<file path="config.mk">
export PLATFORM = sky130hd
export DESIGN_NAME = mem_access_stage
export DESIGN_NICKNAME = d
export VERILOG_FILES = /design/src/rtl/mem_pkg.sv /design/src/rtl/mem_wb_reg.sv /design/src/rtl/mem_access_stage.sv
export SDC_FILE = /design/constraint.sdc
export NUM_CORES = 1
export LEC_CHECK = 0
export ABC_AREA = 1
export CAP_MARGIN = 20
export CORE_ASPECT_RATIO = 0.9
export CORE_MARGIN = 2
export CORE_UTILIZATION = 35
export CTS_CLUSTER_DIAMETER = 100
export DETAILED_ROUTE_END_ITERATION = 10
export HOLD_SLACK_MARGIN = 0.12
export PLACE_DENSITY = 0.67
export SLEW_MARGIN = 20
export SYNTH_ARGS = -nofsm -noshare
export SYNTH_HDL_FRONTEND = slang
export SYNTH_SLANG_ARGS = --single-unit
export TNS_END_PERCENT = 1
</file>
<file path="constraint.sdc">
create_clock -name clk -period 3.25 [get_ports clk]
set_input_delay 0.325 -clock clk [delete_from_list [all_inputs] [get_ports clk]]
set_output_delay 0.325 -clock clk [all_outputs]
set_load 0.01 [all_outputs]
</file>
<file path="src/rtl/mem_pkg.sv">
// Shared types and constants for the MEM pipeline stage: FSM state,
// write-back control bundle and the bubble constant.
package mem_pkg;

    localparam int WORD_W = 32;
    localparam int REG_W  = 5;

    typedef enum logic [1:0] {
        IDLE = 2'd0,
        BUSY = 2'd1,
        DONE = 2'd2
    } mem_state_t;

    typedef struct packed {
        logic memtoreg;
        logic regwrite;
    } wb_ctrl_t;

    localparam wb_ctrl_t WB_BUBBLE = '{memtoreg: 1'b0, regwrite: 1'b0};

endpackage

</file>
<file path="src/rtl/mem_wb_reg.sv">
// MEM/WB pipeline register. A bubble clears only the control bundle;
// the data fields keep their previous contents.
module mem_wb_reg
    import mem_pkg::*;
#(
    parameter int DW = WORD_W,
    parameter int RW = REG_W
) (
    input  logic          clk,
    input  logic          rst,
    input  logic          bubble_i,
    input  wb_ctrl_t      ctrl_i,
    input  logic [DW-1:0] alu_res_i,
    input  logic [DW-1:0] mem_data_i,
    input  logic [RW-1:0] wreg_i,
    output wb_ctrl_t      ctrl_o,
    output logic [DW-1:0] alu_res_o,
    output logic [DW-1:0] mem_data_o,
    output logic [RW-1:0] wreg_o
);

    wb_ctrl_t      ctrl_q;
    logic [DW-1:0] alu_res_q;
    logic [DW-1:0] mem_data_q;
    logic [RW-1:0] wreg_q;

    always_ff @(posedge clk) begin
        if (rst) begin
            ctrl_q     <= WB_BUBBLE;
            alu_res_q  <= '0;
            mem_data_q <= '0;
            wreg_q     <= '0;
        end else if (bubble_i) begin
            ctrl_q     <= WB_BUBBLE;
        end else begin
            ctrl_q     <= ctrl_i;
            alu_res_q  <= alu_res_i;
            mem_data_q <= mem_data_i;
            wreg_q     <= wreg_i;
        end
    end

    assign ctrl_o     = ctrl_q;
    assign alu_res_o  = alu_res_q;
    assign mem_data_o = mem_data_q;
    assign wreg_o     = wreg_q;

endmodule

</file>
<file path="src/rtl/mem_access_stage.sv">
// MEM stage: req/ack data-memory access FSM, upstream stall and MEM/WB register.
// Optional MEM_ALIGN_CHECK_EN turns misaligned accesses into flagged no-ops.
module mem_access_stage
    import mem_pkg::*;
#(
    parameter int DW = WORD_W,
    parameter int RW = REG_W
) (
    input  logic          clk,
    input  logic          rst,
    input  logic          MEM_MemtoReg,
    input  logic          MEM_RegWrite,
    input  logic          MEM_MemRead,
    input  logic          MEM_MemWrite,
    input  logic [DW-1:0] MEM_ALU_res,
    input  logic [DW-1:0] MEM_rdata2,
    input  logic [RW-1:0] MEM_wreg,
    output logic          dmem_req,
    output logic          dmem_we,
    output logic [DW-1:0] dmem_addr,
    output logic [DW-1:0] dmem_wdata,
    input  logic          dmem_ack,
    input  logic [DW-1:0] dmem_rdata,
    output logic          mem_stall,
    output logic          WB_MemtoReg,
    output logic          WB_RegWrite,
    output logic [DW-1:0] WB_mem_data,
    output logic [DW-1:0] WB_ALU_res,
    output logic [RW-1:0] WB_wreg
`ifdef MEM_ALIGN_CHECK_EN
    ,
    output logic          misalign
`endif
);

    localparam logic [DW-1:0] ALIGN_MASK = ~DW'(3);

    mem_state_t    state_q, state_d;
    logic [DW-1:0] addr_q, addr_d;
    logic [DW-1:0] wdata_q, wdata_d;
    logic          we_q, we_d;
    logic [DW-1:0] rdata_q, rdata_d;

    logic          acc;
    logic          mis;
    logic          stall;
    logic          bubble;
    wb_ctrl_t      wb_ctrl;
    wb_ctrl_t      wb_ctrl_out;

    assign acc = MEM_MemRead | MEM_MemWrite;

`ifdef MEM_ALIGN_CHECK_EN
    logic misalign_q, misalign_d;
    assign mis = acc & (|MEM_ALU_res[1:0]);
`else
    assign mis = 1'b0;
`endif

    always_comb begin
        state_d          = state_q;
        addr_d           = addr_q;
        wdata_d          = wdata_q;
        we_d             = we_q;
        rdata_d          = rdata_q;
        stall            = 1'b0;
        dmem_req         = 1'b0;
        bubble           = 1'b0;
        wb_ctrl.memtoreg = MEM_MemtoReg;
        wb_ctrl.regwrite = MEM_RegWrite;
`ifdef MEM_ALIGN_CHECK_EN
        misalign_d       = 1'b0;
`endif
        case (state_q)
            IDLE: begin
                if (acc && !mis) begin
                    stall   = 1'b1;
                    bubble  = 1'b1;
                    state_d = BUSY;
                    addr_d  = MEM_ALU_res & ALIGN_MASK;
                    wdata_d = MEM_rdata2;
                    // MemWrite wins when both MemRead and MemWrite are set.
                    we_d    = MEM_MemWrite;
                end
`ifdef MEM_ALIGN_CHECK_EN
                else if (mis) begin
                    wb_ctrl.regwrite = 1'b0;
                    misalign_d       = 1'b1;
                end
`endif
            end
            BUSY: begin
                dmem_req = 1'b1;
                stall    = 1'b1;
                bubble   = 1'b1;
                if (dmem_ack) begin
                    rdata_d = dmem_rdata;
                    state_d = DONE;
                    addr_d  = '0;
                    wdata_d = '0;
                    we_d    = 1'b0;
                end
            end
            DONE: begin
                // EX/MEM still holds this instruction; retire it and go idle.
                state_d = IDLE;
            end
            default: begin
                state_d = IDLE;
            end
        endcase
    end

    always_ff @(posedge clk) begin
        if (rst) begin
            state_q <= IDLE;
            addr_q  <= '0;
            wdata_q <= '0;
            we_q    <= 1'b0;
            rdata_q <= '0;
        end else begin
            state_q <= state_d;
            addr_q  <= addr_d;
            wdata_q <= wdata_d;
            we_q    <= we_d;
            rdata_q <= rdata_d;
        end
    end

`ifdef MEM_ALIGN_CHECK_EN
    always_ff @(posedge clk) begin
        if (rst) begin
            misalign_q <= 1'b0;
        end else begin
            misalign_q <= misalign_d;
        end
    end
    assign misalign = misalign_q;
`endif

    mem_wb_reg #(
        .DW(DW),
        .RW(RW)
    ) u_mem_wb_reg (
        .clk        (clk),
        .rst        (rst),
        .bubble_i   (bubble),
        .ctrl_i     (wb_ctrl),
        .alu_res_i  (MEM_ALU_res),
        .mem_data_i (rdata_q),
        .wreg_i     (MEM_wreg),
        .ctrl_o     (wb_ctrl_out),
        .alu_res_o  (WB_ALU_res),
        .mem_data_o (WB_mem_data),
        .wreg_o     (WB_wreg)
    );

    assign mem_stall   = stall & ~rst;
    assign dmem_addr   = addr_q;
    assign dmem_wdata  = wdata_q;
    assign dmem_we     = we_q;
    assign WB_MemtoReg = wb_ctrl_out.memtoreg;
    assign WB_RegWrite = wb_ctrl_out.regwrite;

endmodule

</file>
### Word level (Yosys, flattened, before mapping)

Index checks and enable logic that the tools add are counted.

* register bits after elaboration: 170
* output and inout port bits: 138
* word-level logic and storage cells: 36

* equality and inequality tests: 3
* muxes and demuxes: 14
* bitwise gates (word level): 3
* reductions and logical operators: 6

Operators with widths (count)
* $pmux 32 s2: 2
* $mux 32: 3
* $mux 1: 4
* $mux 2: 2
* $ne 2x2->1 const B: 2
* $pmux 1 s2: 2
* $pmux 2 s2: 1
* $reduce_and 2->1: 2
* $reduce_and 3->1: 1
* $eq 2x1->1 const B: 1
* $logic_not 2->1: 1
* $reduce_bool 2->1: 1
* $reduce_or 2->1: 1
* $and 1x1->1: 1
* $not 1->1: 1
* $or 1x1->1: 1

### Logic depth before layout (Yosys ltp)

Gate-level depths: netlist of the first run.

* word-level depth: 4
* gate-level depth with buffers: 8

### Hierarchy

Synthesis of the first run repeated with hierarchy kept, for this count alone.

* cell total of the unflattened synthesis: 888
* area total of the unflattened synthesis: 6591.3 µm²

Modules (own cells, without submodules)
* mem_access_stage: times used 1, cells each 446, area each 3664.8 µm², seq. area each 1941.9 µm²
* mem_wb_reg: times used 1, cells each 442, area each 2926.6 µm², seq. area each 1421.4 µm²

### Worst setup path before layout of the first run

OpenSTA, ideal clock, no wires.

* kind: register to output
* from: reg state_q[1]
* to: out mem_stall
* arrival: 1.148 ns
* data required time: 2.925 ns
* path slack: 1.777 ns
* cell stages (with the launch flop): 5
* path buffers: 1
* cell sequence: dfxtp_1 > nor2_2 > nand2_4 > clkbuf_1 > a21oi_1

* word-level cells in the longest chain between the ends: 3
* elaborated cells on any way between the ends: 4
* classes of those cells: eq/ne: 1; mux: 1; bitwise: 1; reduce/logical: 1

RTL lines
* start, declared: RTL line mem_access_stage.sv:38 `mem_state_t state_q, state_d;`
* start signal, assigned: RTL line mem_access_stage.sv:122 `state_q <= state_d;`
* $eq 2x1->1 / $logic_not 2->1 (equally long branches): RTL line mem_access_stage.sv:74 `case (state_q)`
* $pmux 1 s2 *: RTL line mem_access_stage.sv:74
* $and 1x1->1 *: RTL line mem_access_stage.sv:158 `assign mem_stall = stall & ~rst;`
* end, declared: RTL line mem_access_stage.sv:24 `output logic mem_stall,`

Every way passes the cells marked *; elsewhere a longest branch is shown, timed or not.

### Final worst setup path of the first run

* from: in MEM_MemWrite
* to: out mem_stall

* word-level cells in the longest chain between the ends: 4

RTL lines
* start, declared: RTL line mem_access_stage.sv:14 `input logic MEM_MemWrite,`
* $or 1x1->1: RTL line mem_access_stage.sv:51 `assign acc = MEM_MemRead | MEM_MemWrite;`
* $mux 1: RTL line mem_access_stage.sv:76 `if (acc && !mis) begin`
* $pmux 1 s2: RTL line mem_access_stage.sv:74
* $and 1x1->1: RTL line mem_access_stage.sv:158

Every way passes these cells.

==> results of run 1 <==
==> through the flow <==
stage	cells	power, mW	setup slack (ns)	hold slack (ns)	instance area, µm²
CTS	1207	5.27	0.974	0.323	9350
global placement	1175	3.24	1.01	0.452	8760
floorplan	768	2.75	1.78	0.437	6280
global route	1207	5.44	0.869	0.329	9350
finish	1207	5.22	0.996	0.334	9350
detailed placement	1175	3.25	1.01	0.456	8760
==> cell type report <==
type                            count  area, µm²  share of cell area (%)
Sequential cell                   168       3360                    36.0
Timing Repair Buffer              253       2540                    27.2
Multi-Input combinational cell    507       2530                    27.0
Clock buffer                       21        460                    4.93
Tap cell                          240        300                    3.21
Clock inverter                     11        124                    1.33
Inverter                            7       28.8                   0.308
==> cell families (layout without fill, tap and decap cells) <==
kind of cell    count (synthesis)  in the layout  share of synthesized area (%)
simple gates                  408            408                           32.0
other cells                     1              2                         0.0597
compound gates                 97             97                           7.73
buf+inv                        93            292                           6.60
flops                         168            168                           53.6
==> power breakdown <==
group          internal [mW]  total (mW)  switching [mW]  leakage (nW)
clock                   1.17        2.02           0.851         0.279
sequential              2.20        2.27          0.0700          1.37
combinational          0.426       0.931           0.505          1.94
==> flip-flops by register name, indices dropped and copies added (netlist names) <==
register and count:
u_mem_wb_reg.ctrl_o 2, rdata_q 32, dmem_we 1, dmem_addr 30, u_mem_wb_reg.wreg_o 5, u_mem_wb_reg.alu_res_o 32, dmem_wdata 32, u_mem_wb_reg.mem_data_o 32
state_q 2
==> cell usage in the layout (no fill, tap or decap), types with 3 or more instances in the layout <==
| cell | count |
|---|---|
| clkdlybuf4s50_1 | 242 |
| nand2_1 | 101 |
| dfxtp_1 | 168 |
| nand3_1 | 228 |
| buf_4 | 8 |
| nand4_1 | 69 |
| buf_12 | 3 |
| clkinv_2 | 3 |
| clkbuf_16 | 17 |
| nor2_1 | 3 |
| clkinv_4 | 3 |
| clkinvlp_4 | 3 |
| a21oi_1 | 97 |
| inv_1 | 5 |
==> path summary, 6_finish.rpt <==
path,startpoint,to
setup / recovery,MEM_MemWrite,mem_stall
hold / removal,rst,dmem_wdata[6]$_SDFFE_PP0P_
setup reg to reg,state_q[1]$_SDFFE_PP0P_,u_mem_wb_reg.alu_res_o[14]$_SDFFE_PP0N_
hold reg to reg,u_mem_wb_reg.alu_res_o[17]$_SDFFE_PP0N_,u_mem_wb_reg.alu_res_o[17]$_SDFFE_PP0N_
==> per-layer routing <==
metal  vias to the layer above  part of all wire, %  global-route usage [%]  routed length (µm)
met4                         0                  1.5                    6.63                 319
li1                       3071                    -                       -                   -
met1                      3030                   45                    27.2                9290
met3                        21                  7.9                    7.99                1640
met2                       213                   46                    34.3                9530
met5                         -                    0                       0                   0
==> synth_stat cells (all sizes together) <==
cell type,n
nand3,229
dfxtp,168
nand2,105
a21oi,97
nand4,69
buf,50
clkbuf,36
inv,7
nor2,4
conb,1
or2,1
==> reports/qor.txt, run 1 <==
Final setup fails: 0
I/O pin cnt: 246
DR vias: 6335
TritonCTS Sinks: 168
Initial core utilization: 35.6%
CP Depth: 6
Post-Synthesis Cells: 767
H-tree levels: 4
Longest Clk Path Bufs: 2
Hold depth: 2
Worst EP arrival: 1.93 ns
PwrDens: 559 nW/µm²
Buffers & Inverters on Critical Path: 3
Critical path's most frequent cell: clkdlybuf4s50_1
Antenna-violating nets left: 0
RSZ-0062 raised after global routing: no
Die Area: 19000 µm²
Die height: 131 µm
Detailed Routing Iterations Pass 1: 4
Layout Skew: 0.00992 ns
Vias in the first global route: 5834
R2R setup slack: 1.27 ns
Synth unique cells: 17
Kind of cell adding the most delay to the critical path: buffers and inverters
Final wirelength: 20800 µm
Layout cells sized above 1: 5.17%
Worst-Margin Slew: 0.820 ns
Period minus WS final: 2.25 ns
Final Wtd Congestion: 0.758
YS warnings: 0
GRT overflow: 0
Row count: 46
CP Class: in -> out
Vias per Instance: 5.25
Slew margin rel.: 45.3%
CP cell instances: clkdlybuf4s50_1 > inv_1 > nand2_2 > nand2_4 > a21oi_1 > clkdlybuf4s50_1
CTS tree: built
GRT Util Overall: 21.4%
Outcome: complete, no violations
Lkg Pwr: 3.60 nW
Sequential share of the synthesized area: 53.6%
Top post-synthesis cells by area: dfxtp_1, nand3_1, a21oi_1
Core Area: 17600 µm²
Hold Buf Count CTS: 0
Syn-to-layout area delta: 48.9%
Crit path max fanout: 27
Wirelength per Cell: 17.2 µm
Core Util, Final: 53.1%
R2R cell count: 6
Max-slew violation count: 0
Initial antenna violation count: 0
Worst Hold Class: in -> reg
# DRC: 0
Root Buffer: clkbuf_16
Fin crit share: 69.3%
Yosys reg bits: 168
Crit start category: input port
Final TNS setup: 0 ns
Clock buffer count from CTS: 17
Maxcap violations: 0
Required time of the critical path: 2.92 ns
DP HPWL: 12400 µm
CP max stage delay: 0.55 ns
Latest clock arrival within the worst-skew pair: 0.43 ns
Fin nets: 1062
Share of the synthesized area in the top cell type: 53.6%
Leading area contributor after synthesis: dfxtp_1
Achievable Freq: 444 MHz
Final Hold Vio Count: 0
N_diodes: 0
Crit path capture type: primary output
Clock transition at path regs: 0.06 ns
DRT iter0 DRCs: 413
Post-cts repair resize count: 0
Largest net degree at the start of global routing: 111
# port buffers: 243
Die span in x: 145 µm
Post-Syn Area: 6280 µm²
Max VDD drop: 0.348 mV
Crit-path slowest cell: clkdlybuf4s50_1
First-pass GRT wire length: 32300 µm
Post CTS Setup Buffer Count: 0
Avg Inst Size Synth: 8.18 µm²
Fillcell total: 1715
Note: power is estimated with default switching activity, not from simulation.
==> inputs of run 2 (changes only) <==
Clock period 3.25 ns to 2.1 ns, I/O delays scaled along.
==> reports/qor.txt, run 2 (same netlist as run 1, synthesis figures left out) <==
Area of the multi-input gates: 2530 µm² (unchanged)
Crit path from: state_q[0]$_SDFFE_PP0P_
Root Buffer: clkbuf_16
Clock buffer count from CTS: 17 (unchanged)
Worst Hold Class: in -> reg
GRT Util Overall: 21.1% (-0.30 points)
N_diodes: 0 (unchanged)
Worst EP arrival: 1.66 ns (-0.27 ns)
H-tree levels: 4 (unchanged)
Fin crit share: 89.2%
Maxcap violations: 0 (unchanged)
Syn-to-layout area delta: 51.5%
Final Hold Vio Count: 0 (unchanged)
Inst Count DP: 1181 (+0.51%)
# port buffers: 243 (unchanged)
Core Util, Final: 54.0% (+0.94 points)
# DRC: 0 (unchanged)
Layout cells sized above 1: 5.96% (+0.79 points)
Antenna-violating nets left: 0 (unchanged)
Vias in the first global route: 5879 (+0.77%)
TritonCTS Sinks: 168 (unchanged)
Hold Buf Count CTS: 0 (unchanged)
Most common cell after layout, fill and taps aside: clkdlybuf4s50_1
Crit path capture type: primary output
Die Area: 19000 µm² (unchanged)
CP Class: reg -> out
DRT iter0 DRCs: 413 (unchanged)
Hold depth: 3 (+1)
Max-slew violation count: 0 (unchanged)
CTS tree: built
Final Wtd Congestion: 0.767 (+1.1%)
Clock transition at path regs: 0.07 ns (about the same)
Crit path max fanout: 5 (-81%)
Worst-Margin Slew: 0.764 ns (-0.0557 ns)
Die height: 131 µm (unchanged)
WHS Endpoint: u_mem_wb_reg.ctrl_o[0]$_SDFF_PP0_
Vias per Instance: 5.24 (-0.13%)
Longest Clk Path Bufs: 2 (unchanged)
First-pass GRT wire length: 32300 µm (-0.15%)
Row count: 46 (unchanged)
Critical R2R Launch: state_q[0]$_SDFFE_PP0P_
Register area: 3360 µm² (unchanged)
Initial core utilization: 35.6% (unchanged)
Fin nets: 1068 (+0.56%)
Layout Skew: 0.00908 ns (-0.000844 ns)
Design Area, Final: 9510 µm² (+1.8%)
Final setup fails: 0 (unchanged)
Detailed Routing Iterations Pass 1: 5 (+1)
Largest net degree at the start of global routing: 93 (-16%)
Pwr Total: 8.39 mW (+61%)
Commonest cells after routing, fill and taps aside: clkdlybuf4s50_1, nand3_1, dfxtp_1
Final wirelength: 20600 µm (-0.65%)
Initial antenna violation count: 0 (unchanged)
Fin cells: 1213 (+0.50%)
Crit start category: flip-flop
Final TNS setup: 0 ns (unchanged)
R2R cell count: 4 (-2)
R2R setup slack: 0.52 ns (-0.75 ns)
I/O pin cnt: 246 (unchanged)
Reg2reg end: dmem_addr[25]$_SDFFE_PP0P_
Period minus WS final: 1.87 ns
Hold path startpoint: MEM_RegWrite
Latest clock arrival within the worst-skew pair: 0.42 ns (about the same)
Core Area: 17600 µm² (unchanged)
Achievable Freq: 534 MHz
Die span in x: 145 µm (unchanged)
Outcome: complete, no violations
Lkg Pwr: 3.69 nW (+2.7%)
Post CTS Setup Buffer Count: 0 (unchanged)
CP cell instances: nand2_2 > inv_2 > clkdlybuf4s50_1
Crit-path slowest cell: clkdlybuf4s50_1
DR vias: 6358 (+0.36%)
CP max stage delay: 0.55 ns (about the same)
Placement Cell Area: 8870 µm² (+1.2%)
GRT overflow: 0 (unchanged)
Slew margin rel.: 49.1% (+3.8 points)
Max VDD drop: 0.605 mV (+74%)
Wirelength per Cell: 17.0 µm (-1.1%)
PwrDens: 882 nW/µm² (+58%)
DP HPWL: 12600 µm (+1.5%)
RSZ-0062 raised after global routing: no
Required time of the critical path: 1.89 ns (-1.03 ns)
Fillcell total: 1676 (-2.3%)
==> run 2: changes by cell type in the layout (fill, tap and decap cells not counted) <==
cell / change
clkinvlp_4: -1
bufinv_16: +2
clkbuf_8: -2
clkinv_2: -2
buf_12: +5
inv_6: +3
inv_8: +2
clkbuf_1: -2
dlymetal6s2s_1: +1
buf_4: +1
clkdlybuf4s50_1: -1
==> run 2: final cells by class <==
type / count / share of cell area (%)
repair buffers: 259 / 27.9
flip-flops and latches: 168 / 35.4
clock inverters: 15 / 2.26
clock buffers: 17 / 4.47
well taps: 240 / 3.16
inverters: 7 / 0.303
multi-input cells: 507 / 26.6
==> run 2: repair_timing <==
action / in CTS / in global routing
endpoints found under the hold margin: 0 / 0
resized for setup: 0 / 1
setup endpoints to repair: 0 / 1
==> run 2: where the power goes <==
part | internal, mW | leakage (nW) | switching, mW
combinational | 0.696 | 2.01 | 0.783
clock | 2.02 | 0.308 | 1.38
sequential | 3.40 | 1.37 | 0.110
==> run 2: per-layer routing <==
layer	track usage, %	vias to the layer above	share of wire (%)
met5	0	-	0
li1	-	3094	-
met4	7.32	0	1.9
met1	27.8	2994	44
met3	6.47	28	8.2
met2	33.3	242	46
==> run 2: worst max path at each step <==
stage                endpoint  slack, ns
floorplan           mem_stall       0.74
global placement    mem_stall       0.18
detailed placement  mem_stall       0.18
CTS                 mem_stall       0.04
global route         dmem_req       0.11
finish               dmem_req       0.23
==> run 2: stage by stage <==
step,setup WS [ns],hold slack (ns)
global route,0.111,0.316
detailed placement,0.183,0.455
global placement,0.179,0.452
CTS,0.0379,0.285
floorplan,0.742,0.322
finish,0.226,0.305
==> run 2: worst max-delay path, delay by kind of cell (launching register included) <==
kind,cells,cell delay (ns)
buffers and inverters,2,0.63
DFF,1,0.46
and+or+nand+nor,1,0.15
==> inputs of run 3 (changes only) <==
Settings changed: SKIP_CTS_REPAIR_TIMING from default to 1.
Clock period 2.1 ns to 1.8 ns, I/O delays scaled along.
==> reports/qor.txt, run 3 (same netlist as run 1, synthesis figures left out) <==
Fin nets: 1072 (+0.37%)
Worst Hold Class: in -> reg
Worst-Margin Slew: 0.572 ns (-0.192 ns)
Period minus WS final: 1.53 ns
Most common cell after layout, fill and taps aside: clkdlybuf4s50_1
Clock transition at path regs: 0.06 ns (about the same)
# DRC: 0 (unchanged)
Dpl ws: 0.0398 ns (-0.143 ns)
Longest Clk Path Bufs: 2 (unchanged)
H-tree levels: 4 (unchanged)
Fin crit share: 84.9%
Final setup fails: 0 (unchanged)
Hold path startpoint: rst
Fillcell total: 1677 (+0.060%)
CP Class: reg -> out
GRT Util Overall: 21.0% (-0.085 points)
CP cell instances: clkdlybuf4s50_1
N_diodes: 0 (unchanged)
Die height: 131 µm (unchanged)
Commonest cells after routing, fill and taps aside: clkdlybuf4s50_1, nand3_1, dfxtp_1
Root Buffer: clkbuf_16
Required time of the critical path: 1.62 ns (-0.27 ns)
Vias in the first global route: 5829 (-0.85%)
Critical R2R Launch: state_q[1]$_SDFFE_PP0P_
Die Area: 19000 µm² (unchanged)
Worst hold margin: 0.195 ns (-0.111 ns)
Wirelength per Cell: 16.7 µm (-1.7%)
DR vias: 6374 (+0.25%)
Latest clock arrival within the worst-skew pair: 0.42 ns (about the same)
Vias per Instance: 5.24 (about the same)
Crit path max fanout: 2 (-3)
GRT overflow: 0 (unchanged)
I/O pin cnt: 246 (unchanged)
Crit path capture type: primary output
Detailed Routing Iterations Pass 1: 4 (-1)
TritonCTS Sinks: 168 (unchanged)
Buffers & Inverters on Critical Path: 1 (-1)
Slew margin rel.: 61.9% (+13 points)
Layout Skew: 0.00783 ns (-0.00124 ns)
PwrDens: 1010 nW/µm² (+15%)
Crit path from: dmem_wdata[10]$_SDFFE_PP0P_
First-pass GRT wire length: 32100 µm (-0.38%)
Fin worst setup slack: 0.272 ns (+0.0460 ns)
Register area: 3360 µm² (about the same)
Initial core utilization: 35.6% (unchanged)
Final wirelength: 20400 µm (-1.4%)
Final Hold Vio Count: 0 (unchanged)
Largest net degree at the start of global routing: 73 (-22%)
Kind of cell adding the most delay to the critical path: buffers and inverters
Syn-to-layout area delta: 52.0%
Initial antenna violation count: 0 (unchanged)
Area of the multi-input gates: 2530 µm² (unchanged)
Max VDD drop: 0.790 mV (+31%)
Layout cells sized above 1: 6.35% (+0.39 points)
Die span in x: 145 µm (unchanged)
Design Area, Final: 9540 µm² (+0.29%)
Crit start category: flip-flop
Lkg Pwr: 3.72 nW (+0.79%)
RSZ-0062 raised after global routing: no
Placement Cell Area: 8910 µm² (+0.48%)
Row count: 46 (unchanged)
Crit-path slowest cell: clkdlybuf4s50_1
Antenna-violating nets left: 0 (unchanged)
Worst EP arrival: 1.35 ns (-0.31 ns)
Core Area: 17600 µm² (unchanged)
Clock buffer count from CTS: 17 (unchanged)
CP max stage delay: 0.59 ns (+0.04 ns)
DRT iter0 DRCs: 359 (-13%)
Max-slew violation count: 0 (unchanged)
Achievable Freq: 654 MHz
Final Wtd Congestion: 0.775 (+1.0%)
Maxcap violations: 0 (unchanged)
# port buffers: 243 (unchanged)
DP HPWL: 12800 µm (+1.7%)
Outcome: complete, no violations
CTS tree: built
run 3: cell type report:
cell class                      count  area share (%)
Inverter                            7           0.302
Sequential cell                   168            35.3
Timing Repair Buffer              263            28.3
Multi-Input combinational cell    507            26.5
Clock buffer                       20            4.79
Clock inverter                     12            1.73
Tap cell                          240            3.15
run 3: routing by layer:
layer  wire (µm)  global-route usage [%]
met5           0                       0
met4         196                    5.19
met3        1690                    6.54
met2        9290                    33.7
met1        9170                    28.0
run 3: final timing paths:
check / endpoint / slack, ns / cells after the start
worst max-delay path: dmem_wdata[10] / 0.27 / 1
worst min register to register: u_mem_wb_reg.alu_res_o[5]$_SDFFE_PP0N_ / 0.46 / 2
worst min-delay path: u_mem_wb_reg.mem_data_o[31]$_SDFFE_PP0N_ / 0.19 / 4
worst max register to register: u_mem_wb_reg.mem_data_o[27]$_SDFFE_PP0N_ / 0.29 / 7
run 3: metrics by stage:
step	total power, mW	cells	util (%)	TNS, ns
finish	9.67	1217	54.2	0
global route	10.1	1217	54.2	0
CTS	9.78	1217	54.1	-0.163
detailed placement	5.93	1185	50.6	0
global placement	5.91	1185	50.6	0
floorplan	4.97	768	-	0
run 3: power by group:
| part | switching (mW) | internal [mW] | leakage, nW |
|---|---|---|---|
| registers | 0.127 | 3.96 | 1.37 |
| clock network | 1.55 | 2.28 | 0.300 |
| logic | 0.916 | 0.827 | 2.05 |
